[config.mk]
export PLATFORM = sky130hd
export DESIGN_NAME = jpu_uart_rx
export DESIGN_NICKNAME = d
export VERILOG_FILES = /design/src/rtl/jpu_uart_rx.sv
export SDC_FILE = /design/constraint.sdc
export NUM_CORES = 1
export LEC_CHECK = 0
export CORE_UTILIZATION = 52
export DETAILED_ROUTE_END_ITERATION = 8
export PLACE_DENSITY = 0.81
export SETUP_SLACK_MARGIN = 0.5
export SYNTH_ARGS = -nofsm -noshare
export SYNTH_HDL_FRONTEND = slang
export SYNTH_SLANG_ARGS = --single-unit
[constraint.sdc]
create_clock -name clk -period 2.05 [get_ports clk]
set_input_delay 0.3075 -clock clk [delete_from_list [all_inputs] [get_ports clk]]
set_output_delay 0.3075 -clock clk [all_outputs]
set_load 0.02 [all_outputs]
[src/rtl/jpu_uart_rx.sv]
// jpu_uart_rx: 8N1 UART receiver with a one-entry valid/ready output buffer.
// Frame errors and overruns are reported as single-cycle registered pulses.
//
// state   | meaning
// --------+----------------------------------------------------------
// S_IDLE  | line idle, waiting for rxd_s low (start edge)
// S_START | timing half a bit to the start-bit midpoint, glitch check
// S_DATA  | sampling 8 data bits, LSB first, one per bit period
// S_STOP  | timing one bit period to the stop-bit midpoint
// S_BREAK | stop bit was low; waiting for the line to return high
module jpu_uart_rx #(
  parameter int CLKS_PER_BIT = 868
) (
  input  logic       clk,
  input  logic       rst,
  input  logic       rxd,
  output logic [7:0] rx_data,
  output logic       rx_valid,
  input  logic       rx_ready,
  output logic       frame_err,
  output logic       overrun
);

  localparam int CW   = $clog2(CLKS_PER_BIT);
  localparam int HALF = CLKS_PER_BIT / 2;

  localparam logic [CW-1:0] BIT_LOAD  = CW'(CLKS_PER_BIT - 1);
  localparam logic [CW-1:0] HALF_LOAD = CW'(HALF - 1);
  localparam logic [CW-1:0] CNT_ONE   = CW'(1);

  if (CLKS_PER_BIT < 4) begin : g_bad_clks_per_bit
    $error("jpu_uart_rx: CLKS_PER_BIT must be at least 4");
  end

  typedef enum logic [2:0] {
    S_IDLE,
    S_START,
    S_DATA,
    S_STOP,
    S_BREAK
  } state_t;

  logic          sync1_q;
  logic          sync2_q;
  logic          rxd_s;
  state_t        state_q;
  logic [CW-1:0] cnt_q;
  logic [2:0]    idx_q;
  logic [7:0]    shift_q;
  logic [7:0]    data_q;
  logic          valid_q;
  logic          ferr_q;
  logic          ovr_q;
  logic          sample;
  logic          done_d;
  logic          ferr_d;

  assign rxd_s = sync2_q;

  // Two-flop synchronizer for the asynchronous pin; resets to the idle level.
  always_ff @(posedge clk) begin
    if (rst) begin
      sync1_q <= 1'b1;
      sync2_q <= 1'b1;
    end else begin
      sync1_q <= rxd;
      sync2_q <= sync1_q;
    end
  end

  // Stop-bit sample decides between a delivered byte and a framing error.
  always_comb begin
    sample = (cnt_q == '0);
    done_d = (state_q == S_STOP) && sample && rxd_s;
    ferr_d = (state_q == S_STOP) && sample && !rxd_s;
  end

  // Receive FSM: down-counter times each sample point, terminal count = sample.
  always_ff @(posedge clk) begin
    if (rst) begin
      state_q <= S_IDLE;
      cnt_q   <= '0;
      idx_q   <= 3'd0;
      shift_q <= 8'h00;
    end else begin
      case (state_q)
        S_IDLE: begin
          if (!rxd_s) begin
            cnt_q   <= HALF_LOAD;
            state_q <= S_START;
          end
        end
        S_START: begin
          if (sample) begin
            if (rxd_s) begin
              state_q <= S_IDLE;
            end else begin
              cnt_q   <= BIT_LOAD;
              idx_q   <= 3'd0;
              state_q <= S_DATA;
            end
          end else begin
            cnt_q <= cnt_q - CNT_ONE;
          end
        end
        S_DATA: begin
          if (sample) begin
            shift_q[idx_q] <= rxd_s;
            cnt_q          <= BIT_LOAD;
            if (idx_q == 3'd7) begin
              state_q <= S_STOP;
            end else begin
              idx_q <= idx_q + 3'd1;
            end
          end else begin
            cnt_q <= cnt_q - CNT_ONE;
          end
        end
        S_STOP: begin
          if (sample) begin
            state_q <= rxd_s ? S_IDLE : S_BREAK;
          end else begin
            cnt_q <= cnt_q - CNT_ONE;
          end
        end
        S_BREAK: begin
          if (rxd_s) begin
            state_q <= S_IDLE;
          end
        end
        default: state_q <= S_IDLE;
      endcase
    end
  end

  // One-entry output buffer plus registered status pulses.
  always_ff @(posedge clk) begin
    if (rst) begin
      data_q  <= 8'h00;
      valid_q <= 1'b0;
      ferr_q  <= 1'b0;
      ovr_q   <= 1'b0;
    end else begin
      ferr_q <= ferr_d;
      ovr_q  <= 1'b0;
      if (done_d) begin
        // A consumer accepting the old byte on this cycle frees the slot.
        if (!valid_q || rx_ready) begin
          data_q  <= shift_q;
          valid_q <= 1'b1;
        end else begin
          ovr_q <= 1'b1;
        end
      end else if (valid_q && rx_ready) begin
        valid_q <= 1'b0;
      end
    end
  end

  assign rx_data   = data_q;
  assign rx_valid  = valid_q;
  assign frame_err = ferr_q;
  assign overrun   = ovr_q;

endmodule

==> flow_summary_export.csv <==
group,metric,value,unit
detailed_routing,ant_nets,0,
worst_setup_path,crit_end,"cnt_q[6]",
worst_setup_path,crit_start,"cnt_q[6]",
power_and_ir_drop,power_leakage,0.00103,uW
worst_setup_path,worstReg2RegEnd,"cnt_q[6]",
synthesis,synth_top_cell_area_share,0.376,
detailed_routing,wl,5890,um
synthesis,synth_edf_count,0,
worst_setup_path,cp_max_fo,6,
sta,tightest_slew,498,ps
sta,fin_crit_sh,0.947,
status,status,"complete, no violations",
worst_setup_path,cp-start-kind,"flop",
job,drv_cap,0,
global_route,grt_overflow,0,
floorplan,dieArea,0.00404,sq mm
floorplan,die_w,63.5,um
final_layout,fin_nets,278,
hold_path,hp-class,"flop to flop",
floorplan,dieHeight,63.5,um
final_layout,utilization,0.756,
synthesis,async_reset_ff_frac,0,
detailed_routing,drc,0,
global_route,grt_max_degree,23,
synthesis,synthCells,240,
synthesis,ys_types,51,
synthesis,synth_area,0.00197,sq mm
final_layout,n_antenna_cell,0,
power_and_ir_drop,cellPowerDensity,811,mW/mm^2
global_route,grtUsageTotal,0.282,
floorplan,io_pins,15,
detailed_routing,drtIter0Drc,170,
sta,slew_violations,0,
synthesis,syn_nets,248,
worst_setup_path,worstReg2RegStart,"cnt_q[6]",
sta,rsz0062_at_grt,"yes",
global_route,antenna_found_initial,0,
floorplan,fp.coreArea,0.00347,sq mm
synthesis,yosysMostFrequentCell,"dfxtp_1",
clock_tree,clockBufferDepth,2,
final_layout,drive_gt1_frac,0.299,
clock_tree,clock_latency,300,ps
sta,max_clock_freq,515,MHz
synthesis,synth.area.top_cells,"dfxtp_1, a21oi_1, o21ai_0",
placement,dp_hpwl,3360,um
placement,port-buffer-count,14,
global_route,grt_pass1_wl,8760,um
clock_tree,ctsHtreeMaxLevel,2,
detailed_routing,via_per_inst,6.62,
synthesis,ys_seq_elements,37,
sta,hold_viol,0,
worst_setup_path,rrSetupSlack,110,ps
worst_setup_path,worstPathRequired,2200,ps
power_and_ir_drop,peakVddDrop,540,uV
detailed_routing,first_pass_iters,4,
floorplan,start_util,0.568,
final_layout,final_cell_count_no_fill,317,
final_layout,area_growth,33.1,%
detailed_routing,detail_route.wl_per_cell,18.6,um
detailed_routing,vias,2099,
final_layout,fill_cells,226,
synthesis,syn_area_per_cell,8.21,sq um
synthesis,ys.flop_type,"dfxtp_1",
clock_tree,cts_tree,"built",
synthesis,synth_top_cell_by_area,"dfxtp_1",
synthesis,synth_seq_area_share,0.376,
sta,clock_skew,8.68,ps
synthesis,synth_common_cells,"dfxtp_1, a21oi_1, o21ai_0, nand3_1, clkbuf_1",
sta,tns,0,ps
clock_tree,root_buffer,"clkbuf_8",
worst_setup_path,worst_setup_path_end_kind,"flop",
global_route,grt_pass1_vias,1881,
worst_setup_path,reg2reg_depth,4,
clock_tree,cts.clk_slew.worst_paths,70,ps
floorplan,rows,21,
worst_setup_path,arrival,2090,ps
clock_tree,numClockSinks,37,
sta,min_period,1940,ps
placement,placed_cells,293,
sta,setup_viol,0,
clock_tree,cts_buffers,5,
worst_setup_path,worstSetupPathType,"flop to flop",
synthesis,yosysWarnings,0,
clock_tree,cts-hold-fix-buffers,0,
sta,max-slew-margin-rel,0.665,
placement,routabilityCongestion,0.933,
timing repair:
action                                  CTS  global route
pin swaps                                 7            23
endpoints found under the setup margin   37            40
gates resized for setup                  18            33
setup buffers                             7             9
sequential cells by signal, summed over array words and instances (netlist names):
register   count
overrun        1
cnt_q         10
rxd_s          1
frame_err      1
sync1_q        1
rx_data        8
idx_q          3
state_q        3
shift_q        8
rx_valid       1
layer usage:
layer,share of wire,up-vias,GRT usage
li1,-,963,-
met1,0.41,996,0.358
met2,0.47,110,0.448
met3,0.083,30,0.0598
met4,0.042,0,0.136
met5,0,-,0
where the power goes:
| part | switching, uW | leakage, uW | internal [uW] | total, uW |
|---|---|---|---|---|
| logic | 346 | 0.000658 | 244 | 590 |
| registers | 34.9 | 0.000303 | 745 | 779 |
| clock network | 273 | 0.0000681 | 483 | 757 |
how the worst min path moves through the flow:
stage / to / from / cells past startpoint / slack [ps]
finish: rxd_s / sync1_q / 1 / 420
floorplan: rxd_s / sync1_q / 1 / 390
detailed placement: rxd_s / sync1_q / 1 / 400
global placement: rxd_s / sync1_q / 1 / 400
global route: rxd_s / sync1_q / 1 / 450
CTS: rxd_s / sync1_q / 1 / 420
cell families after synthesis:
| family | after synthesis | share of synthesized area |
|---|---|---|
| compound gates | 77 | 0.259 |
| buf+inv | 30 | 0.0584 |
| flops | 37 | 0.376 |
| xor+xnor | 1 | 0.00445 |
| fa+ha+maj | 4 | 0.0254 |
| simple gates | 89 | 0.266 |
| mux | 2 | 0.0102 |
final cells by class:
cell class,instances,area (sq um),area share
sequential,37,752,0.287
clock inverter,3,65.1,0.0248
clock buffer,5,68.8,0.0263
timing repair buffer,44,379,0.145
inverter,9,36.3,0.0138
multi-input combinational,173,1260,0.482
tap,46,57.6,0.0220
through the flow:
stage          hold slack [ps]  power, uW  area, sq um  worst slack (ps)
3_5_place_dp               397       1220         2200              42.1
3_3_place_gp               399       1210         2200              83.5
5_1_grt                    454       2190         2620              91.9
4_1_cts                    420       2020         2450               204
2_1_floorplan              389       1110         2000               238
6_report                   416       2130         2620               109
worst max-delay path, stage by stage, from the launching register on:
cell,delay [ps]
dfxtp_2,340
or4_4,620
o41ai_4,490
o21bai_1,200
o221ai_1,160
cell usage in the layout, fill, tap and decap left out, types with 2 or more instances in the layout:
| master | count |
|---|---|
| o21ai_0 | 17 |
| buf_4 | 29 |
| nand4_1 | 11 |
| o21ai_2 | 2 |
| nand2_1 | 6 |
| mux2i_1 | 2 |
| o21a_1 | 2 |
| o21ai_1 | 2 |
| inv_1 | 7 |
| nand3_1 | 17 |
| nor4_1 | 5 |
| or2_2 | 4 |
| dlymetal6s2s_1 | 5 |
| ha_1 | 3 |
| dlygate4sd2_1 | 2 |
| a211oi_1 | 2 |
| o31ai_1 | 3 |
| dfxtp_2 | 6 |
| a21oi_2 | 2 |
| or3_1 | 4 |
| a211o_1 | 2 |
| o31ai_2 | 2 |
| clkdlybuf4s50_1 | 7 |
| and3_1 | 2 |
| nand2b_1 | 4 |
| or3b_4 | 2 |
| nor3b_1 | 2 |
| nor2b_1 | 3 |
| nand3_2 | 3 |
| bufinv_16 | 2 |
| nor3_2 | 2 |
| a21oi_1 | 25 |
| dfxtp_1 | 30 |
| a31oi_1 | 2 |
| nor2_1 | 6 |
| nor3_1 | 4 |
| clkbuf_8 | 5 |
No activity file was read; power rests on OpenSTA's default activity.
